## src/rtl/word_serializer.sv

```systemverilog
// Parallel-to-serial word converter, LSB first, with first/last bit flags.
// Back-to-back words stream with no bubble when din_valid is held.
module word_serializer #(
   parameter int WIDTH = 8
) (
   input  logic             t_clk,
   input  logic             r,
   input  logic [WIDTH-1:0] din,
   input  logic             din_valid,
   output logic             din_ready,
   output logic             sout,
   output logic             sfirst,
   output logic             slast,
   output logic             sval
);

   localparam int CW = (WIDTH < 2) ? 1 : $clog2(WIDTH + 1);
   localparam logic [CW-1:0] LAST = CW'(WIDTH - 1);
   localparam logic [CW-1:0] ONE  = CW'(1);
   localparam logic ONE_BIT = (WIDTH == 1);

   typedef enum logic {
      IDLE,
      SHIFT
   } state_t;

   state_t           state;
   logic [WIDTH-1:0] sreg;
   logic [CW-1:0]    cnt;
   logic [CW-1:0]    cnt_inc;
   logic             on_last;
   logic             accept;

   assign cnt_inc   = cnt + ONE;
   assign on_last   = (state == SHIFT) && (cnt == LAST);
   assign din_ready = (state == IDLE) || on_last;
   assign accept    = din_valid && din_ready;
   assign sout      = sreg[0];

   // Acceptance is checked before the last-bit return to IDLE so a
   // waiting word follows the previous MSB with no idle cycle.
   always_ff @(posedge t_clk) begin
      if (r) begin
         state  <= IDLE;
         sreg   <= '0;
         cnt    <= '0;
         sval   <= 1'b0;
         sfirst <= 1'b0;
         slast  <= 1'b0;
      end else if (accept) begin
         state  <= SHIFT;
         sreg   <= din;
         cnt    <= '0;
         sval   <= 1'b1;
         sfirst <= 1'b1;
         slast  <= ONE_BIT;
      end else if (on_last) begin
         state  <= IDLE;
         sreg   <= '0;
         cnt    <= '0;
         sval   <= 1'b0;
         sfirst <= 1'b0;
         slast  <= 1'b0;
      end else if (state == SHIFT) begin
         sreg   <= sreg >> 1;
         cnt    <= cnt_inc;
         sval   <= 1'b1;
         sfirst <= 1'b0;
         slast  <= (cnt_inc == LAST);
      end
   end

endmodule

```

## config.mk

```make
export PLATFORM = sky130hd
export DESIGN_NAME = word_serializer
export DESIGN_NICKNAME = d
export VERILOG_FILES = /design/src/rtl/word_serializer.sv
export SDC_FILE = /design/constraint.sdc
export NUM_CORES = 1
export LEC_CHECK = 0
export CORE_MARGIN = 2
export CORE_UTILIZATION = 25
export CTS_BUF_LIST = sky130_fd_sc_hd__clkbuf_4 sky130_fd_sc_hd__clkbuf_8
export DETAILED_ROUTE_END_ITERATION = 10
export PLACE_DENSITY_LB_ADDON = 0.05
export SLEW_MARGIN = 0
export SYNTH_ARGS = -nofsm -noshare
export SYNTH_HDL_FRONTEND = slang
export SYNTH_SLANG_ARGS = --single-unit
export TNS_END_PERCENT = 1
```

## constraint.sdc

```tcl
create_clock -name t_clk -period 1.72 [get_ports t_clk]
set_input_delay 0.516 -clock t_clk [delete_from_list [all_inputs] [get_ports t_clk]]
set_output_delay 0.516 -clock t_clk [all_outputs]
set_load 0.05 [all_outputs]
```

# Word level (Yosys, flattened, before mapping)
# Cells that the tools add are included.
[totals] regBits=16 inputBits=11 out_inout_bits=5 word_cells=27
[op_classes] add_sub_neg=1 eq_ne=2 mux=11 n_bitwise=1 n_reduce_logical=6
[ops] cell="$mux W8" n=3
[ops] cell="$eq A4 B3 Y1 const B" n=2
[ops] cell="$mux W1" n=8
[ops] cell="$add A4 B1 Y4 const B" n=1
[ops] cell="$reduce_bool A3 Y1" n=1
[ops] cell="$reduce_or A3 Y1" n=1
[ops] cell="$logic_and A1 B1 Y1" n=2
[ops] cell="$reduce_bool A2 Y1" n=1
[ops] cell="$logic_or A1 B1 Y1" n=1
[ops] cell="$not A1 Y1" n=1

# Logic depth before layout (Yosys ltp)
# Gate-level depths: netlist of run 1.
[logic_depth] depth_word=5 ltp_mapped=5 depth_no_buf=4

# Worst setup path before layout of run 1
# No wires, ideal clock.
[synth_timing] path_type="flip-flop to output port" start="reg cnt[0]" end="out din_ready" arrival_time_ps=1232 t_required_ps=1204 slack_ps=-28 path_stages_with_launch=4 n_path_buf=0 path_cell_list="dfxtp_1 -> ha_1 -> nand3b_1 -> nand2_1"
[synth_via] elab_chain_cells=3
[synth_rtl] item="start, declared" line_no="29" rtl="logic [CW-1:0] cnt;"
[synth_rtl] item="start signal, assigned" line_no="66" rtl="cnt <= cnt_inc;"
[synth_rtl] item="$eq A4 B3 Y1" line_no="35" rtl="assign on_last = (state == SHIFT) && (cnt == LAST);"
[synth_rtl] item="$logic_and A1 B1 Y1" line_no="35"
[synth_rtl] item="$logic_or A1 B1 Y1" line_no="36" rtl="assign din_ready = (state == IDLE) || on_last;"
[synth_rtl] item="end, declared" line_no="10" rtl="output logic din_ready,"
# No other way between the ends.

# Worst setup path in the final report of run 1
# Ends and elaborated chain as after synthesis.

==> flow_summary.yaml, run 1 <==
critical_path:
  rrSetupSlack_ns: 0.22
  timing.critical_path.from_type: "flop"
  worst-endpoint-arrival_ns: 1.15
  critical_path.max_fanout: 4
  required_ns: 1.20
  timing.setup.critical_path_class: "reg -> out"
  critPathCaptureType: "output pin"
floorplan:
  die-height_um: 60.1
  initial_core_util_pct: 26.0
  ios: 16
  die-area_um2: 3610
  floorplan.rows: 20
  placeableCoreArea_um2: 3030
  floorplan.die.width_um: 60.1
drt:
  drcViolationCount: 0
  detail-route-antenna-nets: 0
  drt-pass1-iter-count: 4
  via_count: 720
  detail_route.wirelength_mm: 1.93
  detailedRoute.firstIterationViolations: 18
  wl_per_cell_um: 12.5
  post_drt_via_cell_ratio: 4.68
run_status:
  outcome: "complete, no violations"
synthesis:
  ys_ff_latch: 16
  post_synth_main_area_contributors: "dfxtp_1 (41%), o211ai_1 (7.6%), a211oi_1 (6.7%)"
  mean_cell_area_of_the_mapped_netlist_um2: 8.74
  synth-seq-area-share_pct: 40.7
  ys.warnings.count: 0
  synth_top_area_share_pct: 40.7
  yosysTopAreaCell: "dfxtp_1"
  ys_types: 26
  post_synth_inst_count: 90
  synth_fp_nets: 103
  syn_area_um2: 787
global_routing:
  globalRouteMet2Util_pct: 17.1
  globalRoute.busiestLayer: "met1"
  wire_length_of_the_first_global_routing_pass_mm: 3.37
  grt_start_max_net_pins: 14
  gr-total-overflow: 0
  grtUsageMet1_pct: 18.1
  grt_pass1_vias: 671
  grt.met3_usage_pct: 3.46
  antenna_found_initial: 0
  track_usage_pct: 12.7
sta:
  setup_repair_after_global_routing_missed_its_margin: "yes"
  tns_ns: 0
  relative_slew_slack_pct: 71.2
  fin_worst_skew_ns: 0.00348
  timing.final.crit_share_pct: 97.0
  timing.fmax_mhz: 599
  finalSetupViolCount: 0
  final-hold-violation-count: 0
  maxSlewViolCount: 0
  timing.final.crit_period_ns: 1.67
  worst-slew-pin-transition_ns: 0.431
place:
  hpwl_mm: 1.36
  detailed_place.area_um2: 1060
  place.gp.congestion: 0.691
  io_buffers: 15
clocking:
  worst_skew_pair.late_latency_ns: 0.28
  cts-root-to-sink-buffers: 2
  root_buffer: "clkbuf_4"
  cts-htree-levels: 1
  number_of_buffers_created_by_cts: 3
  clock_sinks: 16
  path_clk_slew_ns: 0.09
  postCtsHoldBufs: 0
  tritoncts_clock_tree: "yes"
layout:
  layout.core_utilization_pct: 36.7
  design_area_um2: 1110
  post_route_cells_drive_above_1_share_pct: 22.7
  area.growth.synth_to_final_pct: 41.0
  antenna-diode-count: 0
  final_net_count: 125
power:
  cellLeakagePower_nw: 0.410
  p_total_uw: 789
  pwr_density_cell_nw_per_um2: 711
  maximum_resistive_drop_on_vdd_uv: 216
min_path:
  worstHoldPathType: "reg -> reg"
job:
  maxCapViolations: 0
[worst paths after layout]
path              cells past startpoint                 start                   end
setup / recovery                      4   cnt[0]$_SDFFE_PP0P_             din_ready
setup reg to reg                      4   cnt[0]$_SDFFE_PP0P_   cnt[1]$_SDFFE_PP0P_
hold / removal                        2  sreg[2]$_SDFFE_PP0P_  sreg[2]$_SDFFE_PP0P_
hold reg to reg                       2  sreg[2]$_SDFFE_PP0P_  sreg[2]$_SDFFE_PP0P_
[power by group]
part           switching, mW  internal (mW)
logic                 0.0906         0.0920
registers             0.0185          0.393
clock network          0.114         0.0811
total                  0.223          0.567
[layer usage]
layer  vias to the layer above  part of all wire (%)
met5                         -                     0
met3                         2                   6.7
met1                       330                    52
met4                         0                  0.98
li1                        368                     -
met2                        20                    40
[timing repair]
item                       in CTS  in global routing
setup buffers                   0                  1
setup endpoints to repair       1                  1
resized for setup               4                  0
pin swaps                       0                  1
[synth_stat cells (all sizes together)]
master	instances
a211o	1
o21ai	1
nor2b	1
xnor2	1
and3b	1
a31oi	8
a21oi	5
buf	5
inv	3
nand2	5
nand3	1
dfxtp	16
o2111ai	1
nand4	1
and4	1
or2	1
xor2	3
nor2	13
clkbuf	3
nand3b	1
ha	2
o211ai	8
a211oi	8
[placed cells by master, fill, tap and decap left out, drive strengths merged]
master,instances
o21ai,1
nand4,1
and3b,1
a211o,1
nand3,1
a31oi,8
dfxtp,16
ha,2
xor2,3
o211ai,8
nor2b,1
nand2,5
nor2,13
a211oi,8
and4,1
inv,3
clkdlybuf4s50,10
nand3b,1
clkbuf,3
xnor2,1
buf,15
o2111ai,1
a21oi,5
or2,1
[area by class of cell]
| type | count | area, um2 |
|---|---|---|
| Clock buffer | 3 | 22.5 |
| Inverter | 3 | 11.3 |
| Sequential cell | 16 | 323 |
| Multi-Input combinational cell | 63 | 423 |
| Fill cell | 316 | 1920 |
| Tap cell | 44 | 55.1 |
| Timing Repair Buffer | 25 | 275 |
[stage by stage]
| stage | cells | setup WS (ns) | hold WS, ns |
|---|---|---|---|
| floorplan | 90 | 0.0790 | 0.458 |
| global placement | 150 | -0.0650 | 0.479 |
| CTS | 153 | 0.0252 | 0.503 |
| finish | 154 | 0.0514 | 0.500 |
| global route | 154 | -0.0327 | 0.525 |
| detailed placement | 150 | -0.0843 | 0.490 |
[registers in the layout, indices dropped and copies added, names as in the netlist]
register,cells
sreg,8
sval,1
cnt,4
state,1
slast,1
sfirst,1
[kinds of logic (layout without fill, tap and decap cells)]
group	count (synthesis)	after routing	share of synthesized area, %
adder cells (fa/ha/maj)	2	2	3.18
AND/OR/NAND/NOR	25	25	14.8
buffers and inverters	11	31	7.47
flip-flops	16	16	40.7
AO/OA/AOI/OAI	32	32	29.4
XOR/XNOR	4	4	4.45
[worst max-delay path, cell delays in order (launching register included)]
cell      delay, ns
dfxtp_2        0.36
ha_4           0.16
nand3b_1       0.11
nand2_2        0.11
buf_12         0.14
(Power assumes the default switching activity.)
==> inputs of run 2 (changes only) <==
CAP_MARGIN = 40   (was default)
==> results of run 2 <==
Same layout as run 1: the final DEF is identical, and so are final timing and power.
==> inputs of run 3 (changes only) <==
CORE_UTILIZATION = 39   (was 25)
==> run 3 against run 2 <==
Net effect: final area shrank 3.2%; cell count down 12%; sequential power is essentially flat; highest routed layer unchanged.
==> flow_summary.yaml, run 3 (synthesis gave the netlist of run 1 again) <==
floorplan:
  placeableCoreArea_um2: 1940
  floorplan.die.width_um: 48.9
  ios: 16
  floorplan.rows: 16
  initial_core_util_pct: 40.5
  die-area_um2: 2390
  die-height_um: 48.9
place:
  hpwl_mm: 1.23
  io_buffers: 15
  place.gp.congestion: 0.821
run_status:
  outcome: "complete, no violations"
layout:
  fillerInstances: 199
  largest_registers: "sreg: 8 flops, cnt: 4 flops"
  final_cell_mix: "nor2_1 (13), dfxtp_1 (13), clkdlybuf4s50_1 (10)"
  largest_register_ffs: 8
  antenna-diode-count: 0
  post_route_cells_drive_above_1_share_pct: 22.2
  largest-register: "sreg"
  final_net_count: 123
  area.growth.synth_to_final_pct: 36.6
  layout.core_utilization_pct: 55.3
clocking:
  path_clk_slew_ns: 0.09
  root_buffer: "clkbuf_4"
  postCtsHoldBufs: 0
  cts-root-to-sink-buffers: 2
  tritoncts_clock_tree: "yes"
  clock_sinks: 16
  number_of_buffers_created_by_cts: 3
  cts-htree-levels: 1
  worst_skew_pair.late_latency_ns: 0.28
critical_path:
  rrSetupSlack_ns: 0.11
  path_delay_family: "flip-flops"
  timing.critical_path.slowest_cell_delay_ns: 0.36
  slowest_stage: "dfxtp_2"
  critical_path.max_fanout: 2
  timing.critical_path.from_type: "flop"
  timing.setup.critical_path_class: "reg -> out"
  critPathCaptureType: "output pin"
  required_ns: 1.20
  timing.critical_path.cells: "ha_4, nand3b_1, nand2_2, buf_12"
  worst_r2r_startpoint: "cnt[1]$_SDFFE_PP0P_"
  worst-endpoint-arrival_ns: 1.13
  critical_path.reg2reg.endpoint: "cnt[1]$_SDFFE_PP0P_"
  critPathBufInv: 1
  r2r_cells: 5
global_routing:
  antenna_found_initial: 0
  wire_length_of_the_first_global_routing_pass_mm: 3.04
  grt_pass1_vias: 701
  grt_start_max_net_pins: 14
  track_usage_pct: 16.2
  gr-total-overflow: 0
power:
  comb_power_share_pct: 22.3
  netSwitchingFraction_pct: 27.9
  internal-power_uw: 564
  maximum_resistive_drop_on_vdd_uv: 362
  pwr_density_cell_nw_per_um2: 727
  power_frac_clock_pct: 24.7
  cellLeakagePower_nw: 0.402
  sequentialPowerShare_pct: 53.0
  switchingPower_uw: 218
drt:
  met2_wirelength_um: 767
  detailedRoute.firstIterationViolations: 6
  detail_route.wirelength_mm: 1.71
  wl_per_cell_um: 12.7
  post_drt_via_cell_ratio: 5.21
  routed_metal_1_wirelength_um: 873
  drt-pass1-iter-count: 4
  highest_layer: "met4"
  via_count: 704
  route.met3.wl_um: 57
  detail-route-antenna-nets: 0
  drcViolationCount: 0
min_path:
  worstHoldPathType: "reg -> reg"
  whs_path_depth: 2
  timing.hold.worst.start: "sreg[4]$_SDFFE_PP0P_"
  holdPathEnd: "sreg[4]$_SDFFE_PP0P_"
sta:
  timing.final.crit_share_pct: 95.9
  relative_slew_slack_pct: 71.6
  finalSetupViolCount: 0
  fin_worst_skew_ns: 0.00214
  setup_repair_after_global_routing_missed_its_margin: "no"
  timing.fmax_mhz: 606
  timing.final.crit_period_ns: 1.65
  final-hold-violation-count: 0
  whs_ns: 0.503
  maxSlewViolCount: 0
  worst-slew-pin-transition_ns: 0.426
job:
  maxCapViolations: 0
run 3: changes by cell type in the layout (fill, tap and decap cells not counted):
cell,delta
buf_4,-2
dfxtp_1,-1
dfxtp_2,+1
run 3: final cells by class:
cell class	count	area [um2]	area share, %
sequential	16	324	30.2
tap	27	33.8	3.14
timing repair buffer	23	260	24.2
multi-input combinational	63	423	39.3
inverter	3	11.3	1.05
clock buffer	3	22.5	2.10
run 3: worst reg2reg max path, stage by stage, from the launching register on:
cell and delay, ns:
dfxtp_2 0.34, ha_4 0.16, buf_4 0.14, and3b_1 0.30, a211o_4 0.42, a211oi_2 0.18
run 3: what timing repair did:
item,4_1_cts,5_1_grt
resized for setup,3,2
setup buffers,1,0
setup endpoints to repair,1,2
pin swaps,1,1
run 3: worst max path at each step:
| stage | start | end | slack (ns) | depth (start not counted) |
|---|---|---|---|---|
| 6_report | cnt[1]$_SDFFE_PP0P_ | din_ready | 0.07 | 4 |
| 5_1_grt | cnt[1]$_SDFFE_PP0P_ | cnt[1]$_SDFFE_PP0P_ | 0.006 | 5 |
| 4_1_cts | cnt[1]$_SDFFE_PP0P_ | din_ready | 0.01 | 4 |
| 3_5_place_dp | din_valid | cnt[1]$_SDFFE_PP0P_ | -0.05 | 4 |
| 3_3_place_gp | din_valid | cnt[1]$_SDFFE_PP0P_ | -0.04 | 4 |
| 2_1_floorplan | cnt[0]$_SDFFE_PP0P_ | din_ready | 0.08 | 3 |
run 3: routing by layer:
metal	vias up	track usage [%]
met3	2	3.68
met4	0	7.14
li1	366	-
met2	9	26.3
met5	-	0
met1	327	20.5
run 3: stage by stage:
| stage | cell area (um2) | TNS [ns] | cells | power (mW) | setup WS [ns] |
|---|---|---|---|---|---|
| 6_report | 1070 | 0 | 135 | 0.782 | 0.0704 |
| 5_1_grt | 1070 | 0 | 135 | 0.829 | 0.00561 |
| 4_1_cts | 1060 | 0 | 135 | 0.784 | 0.0120 |
| 3_5_place_dp | 1030 | -0.106 | 131 | 0.595 | -0.0542 |
| 3_3_place_gp | 1030 | -0.0466 | 131 | 0.592 | -0.0397 |
| 2_1_floorplan | 790 | 0 | 90 | 0.513 | 0.0790 |
run 3: power groups by stage:
stage	clock [mW]	combinational [mW]	sequential, mW
3_3_place_gp	0	0.173	0.420
4_1_cts	0.196	0.175	0.413
6_report	0.193	0.174	0.414
3_5_place_dp	0	0.174	0.421
5_1_grt	0.220	0.191	0.418
2_1_floorplan	0	0.0814	0.432
